## config.mk

```make
export PLATFORM = sky130hd
export DESIGN_NAME = serial_right_shifter
export DESIGN_NICKNAME = d
export VERILOG_FILES = /design/src/rtl/serial_right_shifter_pkg.sv /design/src/rtl/shr_step.sv /design/src/rtl/serial_right_shifter.sv
export SDC_FILE = /design/constraint.sdc
export NUM_CORES = 1
export LEC_CHECK = 0
export BUFFER_PORTS_ARGS = -buffer_cell sky130_fd_sc_hd__buf_4
export CAP_MARGIN = 15
export CORE_MARGIN = 2
export CORE_UTILIZATION = 45
export CTS_CLUSTER_DIAMETER = 200
export DETAILED_ROUTE_END_ITERATION = 12
export GPL_TIMING_DRIVEN = 0
export PLACE_DENSITY = 0.69
export SETUP_SLACK_MARGIN = 0.2
export SLEW_MARGIN = 0
export SYNTH_ARGS = -nofsm -noshare
export SYNTH_HDL_FRONTEND = slang
export SYNTH_HIERARCHICAL = 1
export SYNTH_SLANG_ARGS = --single-unit
```

## constraint.sdc

```tcl
create_clock -name clk -period 1.8 [get_ports clk]
set_input_delay 0.09 -clock clk [delete_from_list [all_inputs] [get_ports clk]]
set_output_delay 0.09 -clock clk [all_outputs]
set_load 0.05 [all_outputs]
```

## src/rtl/serial_right_shifter_pkg.sv

```systemverilog
// -----------------------------------------------------------------------------
// serial_right_shifter_pkg
//
// Shared definitions for the multi-cycle right shifter:
//   - default datapath width and shift-amount width
//   - shift mode encodings (logical / arithmetic / rotate)
//   - FSM state encoding used by the top-level controller
//
// Optional feature macro: SHIFTER_ROTATE_EN (consumed by shr_step; when it is
// undefined the rotate encoding decodes as a logical shift).
// -----------------------------------------------------------------------------
package serial_right_shifter_pkg;

  // Default geometry: 16-bit operand, 4-bit amount (maximum shift of 15).
  localparam int SHR_DEFAULT_WIDTH = 16;
  localparam int SHR_DEFAULT_AMT_W = 4;

  // Mode encodings. 2'b11 is unassigned and decodes as a logical shift.
  localparam logic [1:0] SHR_LOGICAL = 2'b00;
  localparam logic [1:0] SHR_ARITH   = 2'b01;
  localparam logic [1:0] SHR_ROTATE  = 2'b10;

  // Controller states.
  typedef enum logic [1:0] {
    ST_IDLE  = 2'b00,
    ST_SHIFT = 2'b01,
    ST_DONE  = 2'b10
  } shr_state_e;

endpackage : serial_right_shifter_pkg

```

## src/rtl/shr_step.sv

```systemverilog
// -----------------------------------------------------------------------------
// shr_step
//
// Purely combinational single-bit right step of the serial shifter. The
// controller applies it once per SHIFT cycle to the working register.
//
// Ports:
//   value      in   WIDTH  current working value
//   mode       in   2      shift mode (see serial_right_shifter_pkg)
//   sign       in   1      sign bit captured with the operand (arithmetic fill)
//   next_value out  WIDTH  value shifted right by one with the selected fill
//   out_bit    out  1      bit leaving the LSB on this step
//
// Optional feature macro: SHIFTER_ROTATE_EN
//   defined   : SHR_ROTATE feeds the outgoing LSB back into the MSB.
//   undefined : SHR_ROTATE falls into the logical default; no rotate path
//               exists in the netlist.
// -----------------------------------------------------------------------------
module shr_step
  import serial_right_shifter_pkg::*;
#(
  parameter int WIDTH = SHR_DEFAULT_WIDTH
) (
  input  logic [WIDTH-1:0] value,
  input  logic [1:0]       mode,
  input  logic             sign,
  output logic [WIDTH-1:0] next_value,
  output logic             out_bit
);

  logic fill;

  // NOTE: every signal written in always_comb gets a default on entry, so no
  // path through the case statement can leave it unassigned and infer a latch.
  always_comb begin
    fill = 1'b0;
    case (mode)
      // The sign comes from the captured operand rather than the current MSB;
      // both are equal during an arithmetic shift, but the captured copy makes
      // the replication intent explicit.
      SHR_ARITH:  fill = sign;
`ifdef SHIFTER_ROTATE_EN
      SHR_ROTATE: fill = value[0];
`endif
      default:    fill = 1'b0;
    endcase
  end

  assign out_bit    = value[0];
  assign next_value = {fill, value[WIDTH-1:1]};

endmodule : shr_step

```

## src/rtl/serial_right_shifter.sv

```systemverilog
// -----------------------------------------------------------------------------
// serial_right_shifter
//
// Multi-cycle right shifter for the 16-bit datapath. A start accepted in IDLE
// captures the operand, amount and mode; the working register then moves
// right one bit per clock until the count is exhausted, and done pulses for
// one cycle. Result and flags hold from DONE until the next accepted start.
//
// Ports:
//   clk        in   1      system clock, rising edge
//   reset_n    in   1      asynchronous active-low reset
//   start      in   1      request, sampled only in IDLE
//   to_shift   in   WIDTH  operand, captured on the accepting edge
//   amount     in   AMT_W  shift count, captured with to_shift
//   mode       in   2      00 logical, 01 arithmetic, 10 rotate, 11 logical
//   busy       out  1      high while in SHIFT
//   done       out  1      one-cycle pulse, result/flags valid
//   shifted    out  WIDTH  result register (doubles as working register)
//   carry_out  out  1      last bit shifted out (0 when amount is 0)
//   zero       out  1      shifted == 0
//
// Optional feature macro: SHIFTER_ROTATE_EN (enables mode 10 as rotate-right
// inside shr_step; otherwise mode 10 is a logical shift).
//
// Latency: the accepting edge plus one edge per shift step, so done is high
// in the cycle following amount+1 edges counted from the accepting edge.
// -----------------------------------------------------------------------------
module serial_right_shifter
  import serial_right_shifter_pkg::*;
#(
  parameter int WIDTH = SHR_DEFAULT_WIDTH,
  parameter int AMT_W = SHR_DEFAULT_AMT_W
) (
  input  logic             clk,
  input  logic             reset_n,
  input  logic             start,
  input  logic [WIDTH-1:0] to_shift,
  input  logic [AMT_W-1:0] amount,
  input  logic [1:0]       mode,
  output logic             busy,
  output logic             done,
  output logic [WIDTH-1:0] shifted,
  output logic             carry_out,
  output logic             zero
);

  localparam logic [AMT_W-1:0] COUNT_ONE = AMT_W'(1);

  shr_state_e       state;
  shr_state_e       state_next;
  logic [AMT_W-1:0] count;
  logic [1:0]       mode_q;
  logic             sign_q;

  logic             load;
  logic             step;
  logic [WIDTH-1:0] step_value;
  logic             step_out;

  // ---------------------------------------------------------------------------
  // Controller: state register
  // ---------------------------------------------------------------------------
  // NOTE: sequential state uses non-blocking assignments so every register
  // samples pre-edge values, independent of process evaluation order.
  always_ff @(posedge clk or negedge reset_n) begin
    if (!reset_n) begin
      state <= ST_IDLE;
    end else begin
      state <= state_next;
    end
  end

  // ---------------------------------------------------------------------------
  // Controller: next state and outputs
  // ---------------------------------------------------------------------------
  always_comb begin
    state_next = state;
    load       = 1'b0;
    step       = 1'b0;
    busy       = 1'b0;
    done       = 1'b0;
    case (state)
      ST_IDLE: begin
        if (start) begin
          load       = 1'b1;
          // A zero amount skips SHIFT entirely; the operand is the result.
          state_next = (amount != '0) ? ST_SHIFT : ST_DONE;
        end
      end
      ST_SHIFT: begin
        busy = 1'b1;
        step = 1'b1;
        // count holds the steps still to perform, including this one.
        if (count == COUNT_ONE) begin
          state_next = ST_DONE;
        end
      end
      ST_DONE: begin
        // start is deliberately not looked at here: a request coincident with
        // done is dropped and must be re-asserted in IDLE.
        done       = 1'b1;
        state_next = ST_IDLE;
      end
      default: begin
        state_next = ST_IDLE;
      end
    endcase
  end

  // ---------------------------------------------------------------------------
  // Datapath: single-bit step
  // ---------------------------------------------------------------------------
  shr_step #(
    .WIDTH (WIDTH)
  ) u_step (
    .value      (shifted),
    .mode       (mode_q),
    .sign       (sign_q),
    .next_value (step_value),
    .out_bit    (step_out)
  );

  // ---------------------------------------------------------------------------
  // Datapath registers
  // ---------------------------------------------------------------------------
  // NOTE: every datapath register is reset, not only the control state, because
  // shifted/carry_out are visible outputs with defined reset values and zero
  // is derived from shifted.
  always_ff @(posedge clk or negedge reset_n) begin
    if (!reset_n) begin
      shifted   <= '0;
      carry_out <= 1'b0;
      count     <= '0;
      mode_q    <= SHR_LOGICAL;
      sign_q    <= 1'b0;
    end else if (load) begin
      // Capture snapshot: later changes on to_shift/amount/mode are invisible
      // to the operation in flight.
      shifted   <= to_shift;
      carry_out <= 1'b0;
      count     <= amount;
      mode_q    <= mode;
      sign_q    <= to_shift[WIDTH-1];
    end else if (step) begin
      shifted   <= step_value;
      carry_out <= step_out;
      count     <= count - COUNT_ONE;
    end
  end

  assign zero = (shifted == '0);

endmodule : serial_right_shifter

```

==> summary.txt, run 1 <==
Clocking
  – Buffers from clock root to sink, at most: 2
  – Clock tree sinks: 26
  – Clock root buffer master: sky130_fd_sc_hd__clkbuf_4
  – Worst-Skew Late Latency: 0.33 ns
  – Inserted Clock Buffers: 3
  – Clock-pin slew reported for the worst setup and hold paths after clock tree synthesis: 0.14 ns
  – Level count of the clock H-tree: 1
  – TritonCTS clock tree: done

Detailed routing
  – Post-route DRC: 0
  – Topmost layer with routed signal wires: met4
  – Total wire length after detailed routing: ~4200 um
  – Remaining antenna violation count: 0
  – Total routed wire length on the met1 layer: 1890 um
  – Number of vias after detailed routing: 1479
  – Initial detailed-routing violation count: 50
  – Routed wire length on met3: 149 um
  – Met2 wire length: 2170 um
  – Routed wire per std cell: approximately 16 um
  – Detail-routed via count per cell: 5.44
  – First drt pass iteration count: 4

Pwr
  – Maximum resistive drop on vdd: 0.000844 V
  – P per Cell Area: about 1800 nW/um2
  – Lkg Pwr: around 0.99 nW
  – Logic gate share of total power: 0.635
  – Power share of the sequential group: 0.287
  – Switch Pwr: approximately 1.9 mW
  – Internal power component: 2.05 mW
  – Fraction of power spent switching nets: 0.474
  – Share of total power in the clock network: 0.078

Worst setup path
  – Endpoint of the worst setup timing path: zero
  – CP Data Required Time: around 1.7 ns
  – Maximum fanout along the worst path: 5
  – Slowest CP cell: sky130_fd_sc_hd__dfrtp_1
  – Flop2flop setup slack: 0.38 ns
  – Cell-by-cell trace of the critical path: nor4_1 -> and4_1 -> buf_6
  – Launch point of the worst path: shifted[4]
  – Worst flop-to-flop path startpoint: state[1]
  – CP max stage delay: approximately 0.46 ns
  – Type of destination of the critical path: output port
  – Startpoint type of the worst setup path: flip-flop
  – Worst reg2reg path endpoint: shifted[3]
  – Data arrival at the endpoint of the critical path: 1.47 ns
  – Number of cells on the worst reg-to-reg path: 6
  – Worst setup path category: flip-flop to output port

Yosys
  – Syn Area/Cell: 9.37 um2
  – Fraction of post-synthesis cell area in the top cell type by area: 0.421
  – Synthesized netlist net count: 192
  – Top area cells in the synthesized netlist: sky130_fd_sc_hd__dfrtp_1 (42%), sky130_fd_sc_hd__buf_4 (9.2%), sky130_fd_sc_hd__a22oi_1 (7.8%), sky130_fd_sc_hd__nor2b_1 (7.3%), sky130_fd_sc_hd__o21ai_0 (5.8%)
  – Yosys top cell by area: sky130_fd_sc_hd__dfrtp_1
  – Dominant cell by count in the synthesized netlist: sky130_fd_sc_hd__dfrtp_1
  – Most used flip-flop cell after synthesis: sky130_fd_sc_hd__dfrtp_1
  – Most frequent cells after synthesis: sky130_fd_sc_hd__dfrtp_1 (26), sky130_fd_sc_hd__buf_4 (19), sky130_fd_sc_hd__nor2b_1 (18), sky130_fd_sc_hd__o21ai_0 (18), sky130_fd_sc_hd__a21oi_1 (17)
  – Share of synthesized area occupied by flip-flops and latches: 0.421
  – Yosys warning count: 6
  – Post-synthesis cell count: 165
  – Synthesized cell area: around 1500 um2
  – Post-synthesis sequential element count: 26
  – Share of synthesized flip-flops with an asynchronous set or reset: 1.00
  – Unique cell type count in the Yosys netlist: 31
  – Post-synth EDFFs: 0

Place
  – Half-perimeter wire length of the detailed placement result: 2910 um
  – Final weighted congestion of routability-driven global placement: 0.762
  – Area after DPL: a little under 2000 um2
  – Number of placed instances, taps included: 255
  – Buffers on Ports: 44

Cells and area
  – Number of inserted diodes: 0
  – Area of all sequential standard cells: around 650 um2
  – Filler Cell Count: between 300 and 400
  – Syn-to-layout area delta: 36.8%
  – Area occupied by multi-input gates: 701 um2
  – Nets: 254
  – Final cell utilization of the core: 0.639
  – Fraction of layout instances using a drive strength above 1: 0.398
  – Number of non-filler instances in the completed layout: between 200 and 300
  – Post-route cell area: approximately 2100 um2

Status
  – Run status: finished, final reports clean

Floorplanning
  – Number of placement rows: 21
  – Area of the placeable core: around 3300 um2
  – Die Ht: 62.6 um
  – IO Pins: 45
  – Die Footprint: 3920 um2
  – Initial core utilization: 0.467
  – Die width: 62.6 um

Global routing
  – Overall Global Routing Usage: 0.225
  – Maximum number of pins on one net before global-route repair: 27
  – Vias in the first global route: 1466
  – First-pass GRT wire length: 7050 um
  – GR Overflow Total: 0
  – Antenna violations before repair: 0

STA
  – Rel. slew slack: 0.666
  – Slew @ Worst Pin: 0.501 ns
  – Peak clock frequency supported by timing: ~640 MHz
  – Unrepaired setup endpoints after global routing: yes
  – Hold Fails Final Rpt: 0
  – Worst hold-check slack: between 0.02 and 0.025 ns
  – Skew final: 0.00676 ns
  – Share of the clock period used by the worst path after layout: 0.864
  – Total negative setup slack: 0 ns
  – Fin. max-slew vios: 0
  – Final critical path time including I/O delays and setup: between 1.5 and 2 ns
  – Number of failing setup endpoints in the final timing report: 0

Job
  – Max-capacitance violation count: 0

Min path
  – Startpoint of the worst hold path: to_shift[8]
  – Hold crit path type: primary input to flip-flop
==> what timing repair did <==
item,CTS,global route
buffers inserted,5,3
pin swaps,0,1
endpoints found under the setup margin,3,3
hold endpoints to repair,29,1
resized for setup,6,8
hold buffers,4,1
==> state kept, by name, indices dropped and copies added, names as in the netlist <==
signal / flops
shifted: 16
count: 4
mode_q: 2
state: 2
carry_out: 1
sign_q: 1
==> layer usage <==
layer / GRT usage / vias up
met2: 0.390 / 33
met4: 0.0667 / 0
met1: 0.294 / 748
met3: 0.0306 / 4
li1: - / 694
met5: 0 / -
==> power groups by stage <==
stage                     clock network (mW)  logic [mW]  registers [mW]
after floorplan                            0        1.10            1.65
after global placement                     0        2.19            1.14
after detailed placement                   0        2.24            1.17
after CTS                              0.313        2.40            1.12
after global routing                   0.356        2.66            1.16
final                                  0.307        2.48            1.12
==> per-stage QoR <==
step / setup WS [ns] / power, mW
6_report: 0.244 / 3.91
5_1_grt: 0.124 / 4.18
4_1_cts: 0.203 / 3.83
3_5_place_dp: 0.384 / 3.41
3_3_place_gp: 0.433 / 3.33
2_1_floorplan: 0.259 / 2.75
==> critical path, delay by kind of cell (launching register included) <==
| family | cells | cell delay (ns) |
|---|---|---|
| buffers and inverters | 1 | 0.16 |
| DFF | 1 | 0.46 |
| and+or+nand+nor | 2 | 0.52 |
==> logic make-up (layout without fill, tap and decap cells) <==
group / Yosys count / after routing / synth area share
simple gates: 42 / 42 / 0.173
fa+ha+maj: 2 / 2 / 0.0162
xor+xnor: 1 / 1 / 0.00567
flops: 26 / 26 / 0.421
compound gates: 58 / 58 / 0.224
buf+inv: 32 / 93 / 0.131
mux: 4 / 4 / 0.0283
==> worst min path at each step <==
stage | endpoint | cells after the start
floorplan | carry_out | 0
global placement | count[2] | 1
detailed placement | count[2] | 1
CTS | sign_q | 2
global route | shifted[6] | 3
finish | shifted[8] | 3
==> placed cells by master, fill, tap and decap left out, types with 2 or more instances in the layout <==
cell type,netlist,layout
sky130_fd_sc_hd__nand2_1,4,4
sky130_fd_sc_hd__a22oi_1,16,16
sky130_fd_sc_hd__inv_1,2,2
sky130_fd_sc_hd__mux2_2,3,3
sky130_fd_sc_hd__ha_1,2,2
sky130_fd_sc_hd__a2bb2oi_1,3,3
sky130_fd_sc_hd__o21ai_0,18,18
sky130_fd_sc_hd__buf_4,19,68
sky130_fd_sc_hd__dlygate4sd3_1,0,5
sky130_fd_sc_hd__dfrtp_2,0,2
sky130_fd_sc_hd__nor4_1,5,4
sky130_fd_sc_hd__nor3b_1,2,2
sky130_fd_sc_hd__clkbuf_4,0,3
sky130_fd_sc_hd__dfrtp_1,26,24
sky130_fd_sc_hd__nand3b_1,2,2
sky130_fd_sc_hd__clkbuf_1,6,4
sky130_fd_sc_hd__a21oi_1,17,17
sky130_fd_sc_hd__nand2b_1,3,3
sky130_fd_sc_hd__buf_2,3,4
sky130_fd_sc_hd__nor2b_1,18,17
sky130_fd_sc_hd__o21ai_1,2,2
sky130_fd_sc_hd__buf_6,1,4
sky130_fd_sc_hd__nor3_1,2,2
==> cell type report <==
type,instances,share of cell area
Clock buffer,4,0.0172
Inverter,3,0.00533
Multi-Input combinational cell,107,0.331
Tap cell,46,0.0272
Timing Repair Buffer,57,0.215
Sequential cell,26,0.309
Buffer,29,0.0947
Note: power is estimated with default switching activity, not from simulation.
==> run 2: changes to the inputs <==
--- a/config.mk
+++ b/config.mk
@@ -7,7 +7,7 @@
 export LEC_CHECK = 0
 export BUFFER_PORTS_ARGS = -buffer_cell sky130_fd_sc_hd__buf_4
 export CAP_MARGIN = 15
-export CORE_MARGIN = 2
+export CORE_ASPECT_RATIO = 1.75
 export CORE_UTILIZATION = 45
 export CTS_CLUSTER_DIAMETER = 200
 export DETAILED_ROUTE_END_ITERATION = 12
==> summary.txt, run 2 (synthesis results as in run 1) <==
Cells and area
  – Fraction of layout instances using a drive strength above 1: 0.374 (-0.0244)
  – Most frequent standard cell in the layout excluding fill and tap cells: sky130_fd_sc_hd__buf_4
  – Register with the most flip-flops: shifted
  – Largest registers: shifted: 16 flops, count: 4 flops
  – Number of non-filler instances in the completed layout: 257 (-5.5%)
  – Most used cells in the layout excluding fill and tap cells: sky130_fd_sc_hd__buf_4 (63), sky130_fd_sc_hd__dfrtp_1 (26), sky130_fd_sc_hd__nor2b_1 (18), sky130_fd_sc_hd__o21ai_0 (18), sky130_fd_sc_hd__a21oi_1 (17)
  – Area occupied by multi-input gates: 701 um2 (unchanged)
  – Max FFs per register: 16 (unchanged)
  – Nets: 242 (-4.7%)
  – Syn-to-layout area delta: 30.2%
  – Area of all sequential standard cells: 651 um2 (-0.38%)
  – Filler Cell Count: 305 (-0.97%)
  – Number of inserted diodes: 0 (unchanged)

Worst setup path
  – Worst setup path category: flip-flop to output port
  – Maximum fanout along the worst path: 5 (unchanged)
  – Number of cells on the worst reg-to-reg path: 3 (-3)
  – Startpoint type of the worst setup path: flip-flop
  – Worst reg2reg path endpoint: mode_q[1]
  – Data arrival at the endpoint of the critical path: 1.46 ns (about the same)
  – CP Data Required Time: 1.71 ns (about the same)
  – Flop2flop setup slack: 0.35 ns (-0.03 ns)
  – Type of destination of the critical path: output port
  – Worst flop-to-flop path startpoint: state[0]

Detailed routing
  – Remaining antenna violation count: 0 (unchanged)
  – Number of vias after detailed routing: 1392 (-5.9%)
  – Met2 wire length: 2280 um (+5.0%)
  – Routed wire length on met3: 143 um (-4.0%)
  – Topmost layer with routed signal wires: met4
  – Routed wire per std cell: 15.6 um (about the same)
  – Initial detailed-routing violation count: 35 (-30%)
  – Total wire length after detailed routing: 4010 um (-5.4%)
  – Detail-routed via count per cell: 5.42 (-0.39%)
  – Total routed wire length on the met1 layer: 1540 um (-18%)
  – First drt pass iteration count: 4 (unchanged)
  – Post-route DRC: 0 (unchanged)

Floorplanning
  – Area of the placeable core: 3210 um2 (-3.1%)
  – Die Ht: 79.5 um (+27%)
  – Initial core utilization: 0.481 (+0.0147)
  – Number of placement rows: 27 (+29%)
  – Die Footprint: 3680 um2 (-6.1%)
  – IO Pins: 45 (unchanged)
  – Die width: 46.3 um (-26%)

Clocking
  – Worst-Skew Late Latency: 0.26 ns (-0.07 ns)
  – Clock-pin slew reported for the worst setup and hold paths after clock tree synthesis: 0.09 ns (-0.05 ns)
  – Buffers from clock root to sink, at most: 2 (unchanged)
  – Inserted Clock Buffers: 3 (unchanged)
  – Clock root buffer master: sky130_fd_sc_hd__clkbuf_8
  – Level count of the clock H-tree: 1 (unchanged)
  – Clock tree sinks: 26 (unchanged)
  – TritonCTS clock tree: done

Min path
  – Startpoint of the worst hold path: amount[2]
  – Sink of the worst hold path: count[2]
  – Hold crit path type: primary input to flip-flop
  – Min-Delay Path Depth: 3 (unchanged)

STA
  – Skew final: 0.00218 ns (-0.00458 ns)
  – Unrepaired setup endpoints after global routing: yes
  – Share of the clock period used by the worst path after layout: 0.860 (-0.00450)
  – Fin. max-slew vios: 0 (unchanged)
  – Hold Fails Final Rpt: 0 (unchanged)
  – Peak clock frequency supported by timing: 646 MHz (+0.52%)
  – Slew @ Worst Pin: 0.490 ns (-0.0112 ns)
  – Rel. slew slack: 0.673 (+0.00746)
  – Number of failing setup endpoints in the final timing report: 0 (unchanged)
  – Total negative setup slack: 0 ns (unchanged)
  – Final critical path time including I/O delays and setup: 1.55 ns (-0.00811 ns)

Global routing
  – Maximum number of pins on one net before global-route repair: 27 (unchanged)
  – First-pass GRT wire length: 6540 um (-7.2%)
  – Vias in the first global route: 1463 (-0.20%)
  – Overall Global Routing Usage: 0.239 (+0.0133)
  – Antenna violations before repair: 0 (unchanged)
  – GR Overflow Total: 0 (unchanged)

Place
  – Half-perimeter wire length of the detailed placement result: 2920 um (+0.39%)
  – Number of placed instances, taps included: 252 (-1.2%)
  – Final weighted congestion of routability-driven global placement: 0.846 (+11%)
  – Buffers on Ports: 44 (unchanged)

Status
  – Run status: finished, final reports clean

Pwr
  – P per Cell Area: 1900 nW/um2 (+2.5%)
  – Lkg Pwr: 0.937 nW (-5.2%)
  – Maximum resistive drop on vdd: 0.00101 V (+19%)

Job
  – Max-capacitance violation count: 0 (unchanged)
==> run 2: cell types whose count changed in the layout (fill, tap and decap cells not counted), sizes merged <==
cell / before / now
buf: 77 / 67
dlygate4sd3: 5 / 1
clkbuf: 8 / 10
==> run 2: power breakdown <==
part           internal [mW]  switching, mW  total, mW
logic                  0.956           1.32       2.28
registers              0.855          0.308       1.16
clock network          0.195          0.180      0.375
total                   2.01           1.81       3.81
==> run 2: what timing repair did <==
action                                  4_1_cts  5_1_grt
hold buffers                                  1        0
buffers inserted                              0        0
endpoints found under the setup margin        2        3
hold endpoints to repair                     26        0
resized for setup                             2        6
==> run 2: worst max-delay path, stage by stage, from the launching register on <==
cell and delay (ns):
sky130_fd_sc_hd__dfrtp_1 0.46, sky130_fd_sc_hd__nor4_2 0.32, sky130_fd_sc_hd__and4_1 0.22, sky130_fd_sc_hd__buf_4 0.19
==> run 2: worst max-delay path by stage <==
stage / startpoint / endpoint / slack (ns) / cells past startpoint
global route: shifted[10] / zero / 0.16 / 3
global placement: state[0] / mode_q[1] / 0.38 / 3
finish: shifted[10] / zero / 0.25 / 3
CTS: shifted[10] / zero / 0.20 / 3
detailed placement: state[0] / mode_q[1] / 0.36 / 3
floorplan: state[1] / done / 0.26 / 3
==> run 2: metal layers <==
metal  GRT usage  vias up
met2       0.411       42
met3      0.0362        4
met4       0.103        0
li1            -      669
met1       0.277      677
met5           0        -
==> run 2: final cells by class <==
cell class              count  share of cell area
multi-input cells         107               0.348
well taps                  43              0.0267
repair buffers             45               0.171
plain buffers              29              0.0976
flip-flops and latches     26               0.323
clock buffers               4              0.0274
inverters                   3             0.00560
==> run 2: per-stage QoR <==
| stage | util | worst slack, ns | area [um2] | hold WS (ns) | power (mW) |
|---|---|---|---|---|---|
| after CTS | 0.623 | 0.204 | 2000 | 0.0446 | 3.81 |
| final | 0.627 | 0.252 | 2010 | 0.0504 | 3.81 |
| after global placement | 0.601 | 0.383 | 1930 | 0.0190 | 3.34 |
| after floorplan | - | 0.259 | 1550 | -0.206 | 2.75 |
| after detailed placement | 0.601 | 0.359 | 1930 | 0.0246 | 3.40 |
| after global routing | 0.627 | 0.165 | 2010 | 0.0463 | 4.06 |
==> run 3: changes to the inputs <==
--- a/config.mk
+++ b/config.mk
@@ -13,7 +13,7 @@
 export DETAILED_ROUTE_END_ITERATION = 12
 export GPL_TIMING_DRIVEN = 0
 export PLACE_DENSITY = 0.69
-export SETUP_SLACK_MARGIN = 0.2
+export SETUP_SLACK_MARGIN = 0.3
 export SLEW_MARGIN = 0
 export SYNTH_ARGS = -nofsm -noshare
 export SYNTH_HDL_FRONTEND = slang
==> summary.txt, run 3 (synthesis results as in run 1) <==
Job
  – Max-capacitance violation count: 0 (unchanged)

Floorplanning
  – Die width: 46.3 um (unchanged)
  – Die Ht: 79.5 um (unchanged)
  – Number of placement rows: 27 (unchanged)
  – Die Footprint: 3680 um2 (unchanged)
  – Initial core utilization: 0.481 (unchanged)
  – Area of the placeable core: 3210 um2 (unchanged)
  – IO Pins: 45 (unchanged)

Status
  – Run status: finished, final reports clean

Worst setup path
  – Category of cells accounting for the largest share of critical-path delay: simple AND/OR/NAND/NOR gates
  – Type of destination of the critical path: output port
  – Cell-by-cell trace of the critical path: nor4_4 -> and4_1 -> buf_6
  – Data arrival at the endpoint of the critical path: 1.40 ns (-0.06 ns)
  – Worst Path Buf+Inv: 1 (unchanged)
  – CP max stage delay: 0.44 ns (-0.02 ns)
  – CP Data Required Time: 1.71 ns (about the same)
  – Worst setup path category: flip-flop to output port
  – Slowest CP cell: sky130_fd_sc_hd__dfrtp_2
  – Startpoint type of the worst setup path: flip-flop
  – Maximum fanout along the worst path: 2 (-3)

Cells and area
  – Number of inserted diodes: 0 (unchanged)
  – Most frequent standard cell in the layout excluding fill and tap cells: sky130_fd_sc_hd__buf_4
  – Max FFs per register: 16 (unchanged)
  – Register with the most flip-flops: shifted
  – Nets: 244 (+0.83%)
  – Post-route cell area: 2070 um2 (+3.1%)
  – Filler Cell Count: 291 (-4.6%)
  – Most used cells in the layout excluding fill and tap cells: sky130_fd_sc_hd__buf_4 (63), sky130_fd_sc_hd__dfrtp_1 (21), sky130_fd_sc_hd__o21ai_0 (18), sky130_fd_sc_hd__nor2b_1 (17), sky130_fd_sc_hd__a21oi_1 (17)
  – Largest registers: shifted: 16 flops, count: 4 flops
  – Syn-to-layout area delta: 34.3%
  – Fraction of layout instances using a drive strength above 1: 0.417 (+0.0428)

STA
  – Fin. max-slew vios: 0 (unchanged)
  – Peak clock frequency supported by timing: 673 MHz (+4.2%)
  – Rel. slew slack: 0.649 (-0.0245)
  – Total negative setup slack: 0 ns (unchanged)
  – Final critical path time including I/O delays and setup: 1.49 ns (-0.0619 ns)
  – Share of the clock period used by the worst path after layout: 0.826 (-0.0344)
  – Slew @ Worst Pin: 0.527 ns (+0.0367 ns)
  – Number of failing setup endpoints in the final timing report: 0 (unchanged)
  – Unrepaired setup endpoints after global routing: yes
  – Hold Fails Final Rpt: 0 (unchanged)
  – Skew final: 0.00588 ns (+0.00370 ns)

Clocking
  – Buffers from clock root to sink, at most: 2 (unchanged)
  – Clock-pin slew reported for the worst setup and hold paths after clock tree synthesis: 0.09 ns (about the same)
  – Worst-Skew Late Latency: 0.27 ns (about the same)
  – Level count of the clock H-tree: 1 (unchanged)
  – Inserted Clock Buffers: 3 (unchanged)
  – Clock tree sinks: 26 (unchanged)
  – Clock root buffer master: sky130_fd_sc_hd__clkbuf_8
  – TritonCTS clock tree: done

Detailed routing
  – Detail-routed via count per cell: 5.42 (about the same)
  – Post-route DRC: 0 (unchanged)
  – Routed wire per std cell: 15.5 um (-0.87%)
  – Initial detailed-routing violation count: 31 (-11%)
  – Total wire length after detailed routing: 4010 um (about the same)
  – Number of vias after detailed routing: 1404 (+0.86%)
  – First drt pass iteration count: 4 (unchanged)
  – Remaining antenna violation count: 0 (unchanged)

Place
  – Buffers on Ports: 44 (unchanged)
  – Final weighted congestion of routability-driven global placement: 0.823 (-2.7%)
  – Half-perimeter wire length of the detailed placement result: 2930 um (+0.37%)
  – Area after DPL: 1930 um2 (+0.13%)

Global routing
  – GR Layer Usage met2: 0.424 (+0.0127)
  – Highest-utilization routing layer at the global route stage: met2
  – Maximum number of pins on one net before global-route repair: 27 (unchanged)
  – First-pass GRT wire length: 6290 um (-3.9%)
  – Antenna violations before repair: 0 (unchanged)
  – Global routing usage on met3: 0.0249 (-0.0113)
  – Met1 Use GR: 0.265 (-0.0118)
  – GR Overflow Total: 0 (unchanged)
  – Vias in the first global route: 1369 (-6.4%)
  – Overall Global Routing Usage: 0.234 (-0.00490)

Pwr
  – Maximum resistive drop on vdd: 0.00111 V (+11%)
  – P per Cell Area: 1900 nW/um2 (+0.14%)
  – Lkg Pwr: 0.950 nW (+1.4%)

Min path
  – Hold crit path type: primary input to flip-flop
## run 3: changes by cell type in the layout (fill, tap and decap cells not counted), sizes merged
cell and delta:
buf +3, clkbuf -1
## run 3: worst paths after layout
kind / startpoint / to / slack [ns] / depth (start not counted)
worst min register to register: mode_q[0] / mode_q[0] / 0.51 / 1
worst max-delay path: shifted[10] / zero / 0.31 / 3
worst max register to register: state[0] / mode_q[1] / 0.34 / 3
worst min-delay path: amount[2] / count[2] / 0.04 / 3
min in group asynchronous: reset_n / count[3] / 0.28 / 2
max in group asynchronous: reset_n / shifted[2] / 1.24 / 2
## run 3: metal layers
layer  vias up  part of all wire
met1       677              0.39
met5         -                 0
met4         0             0.010
li1        676                 -
met3         4             0.039
met2        47              0.56
## run 3: what timing repair did
item | 4_1_cts | 5_1_grt
setup buffers | 1 | 1
hold buffers | 1 | 0
endpoints found under the hold margin | 26 | 0
gates resized for setup | 8 | 13
endpoints found under the setup margin | 3 | 6
pin swaps | 1 | 1
## run 3: worst reg2reg max path, stage by stage (launching register included)
cell	delay [ns]
sky130_fd_sc_hd__dfrtp_1	0.39
sky130_fd_sc_hd__buf_2	0.18
sky130_fd_sc_hd__nor3b_2	0.40
sky130_fd_sc_hd__mux2_2	0.38
## run 3: power by group
| group | total (mW) | leakage (nW) | internal [mW] | switching (mW) |
|---|---|---|---|---|
| logic | 2.37 | 0.604 | 1.03 | 1.34 |
| clock network | 0.377 | 0.0288 | 0.195 | 0.182 |
| registers | 1.19 | 0.317 | 0.864 | 0.325 |
## run 3: area by class of cell
cell class	instances	area (um2)	share of cell area
well taps	43	53.8	0.0259
clock buffers	4	55.1	0.0265
flip-flops and latches	26	657	0.317
inverters	3	11.3	0.00543
multi-input cells	107	728	0.351
plain buffers	29	203	0.0977
repair buffers	47	367	0.177
## run 3: through the flow
step | power, mW | util | hold WS (ns) | cells | worst slack [ns]
after floorplan | 2.76 | - | -0.206 | 165 | 0.323
after global placement | 3.34 | 0.602 | 0.0180 | 252 | 0.383
after detailed placement | 3.41 | 0.602 | 0.0207 | 252 | 0.338
after CTS | 3.87 | 0.633 | 0.0462 | 258 | 0.206
after global routing | 4.18 | 0.646 | 0.0425 | 259 | 0.240
final | 3.94 | 0.646 | 0.0428 | 259 | 0.314
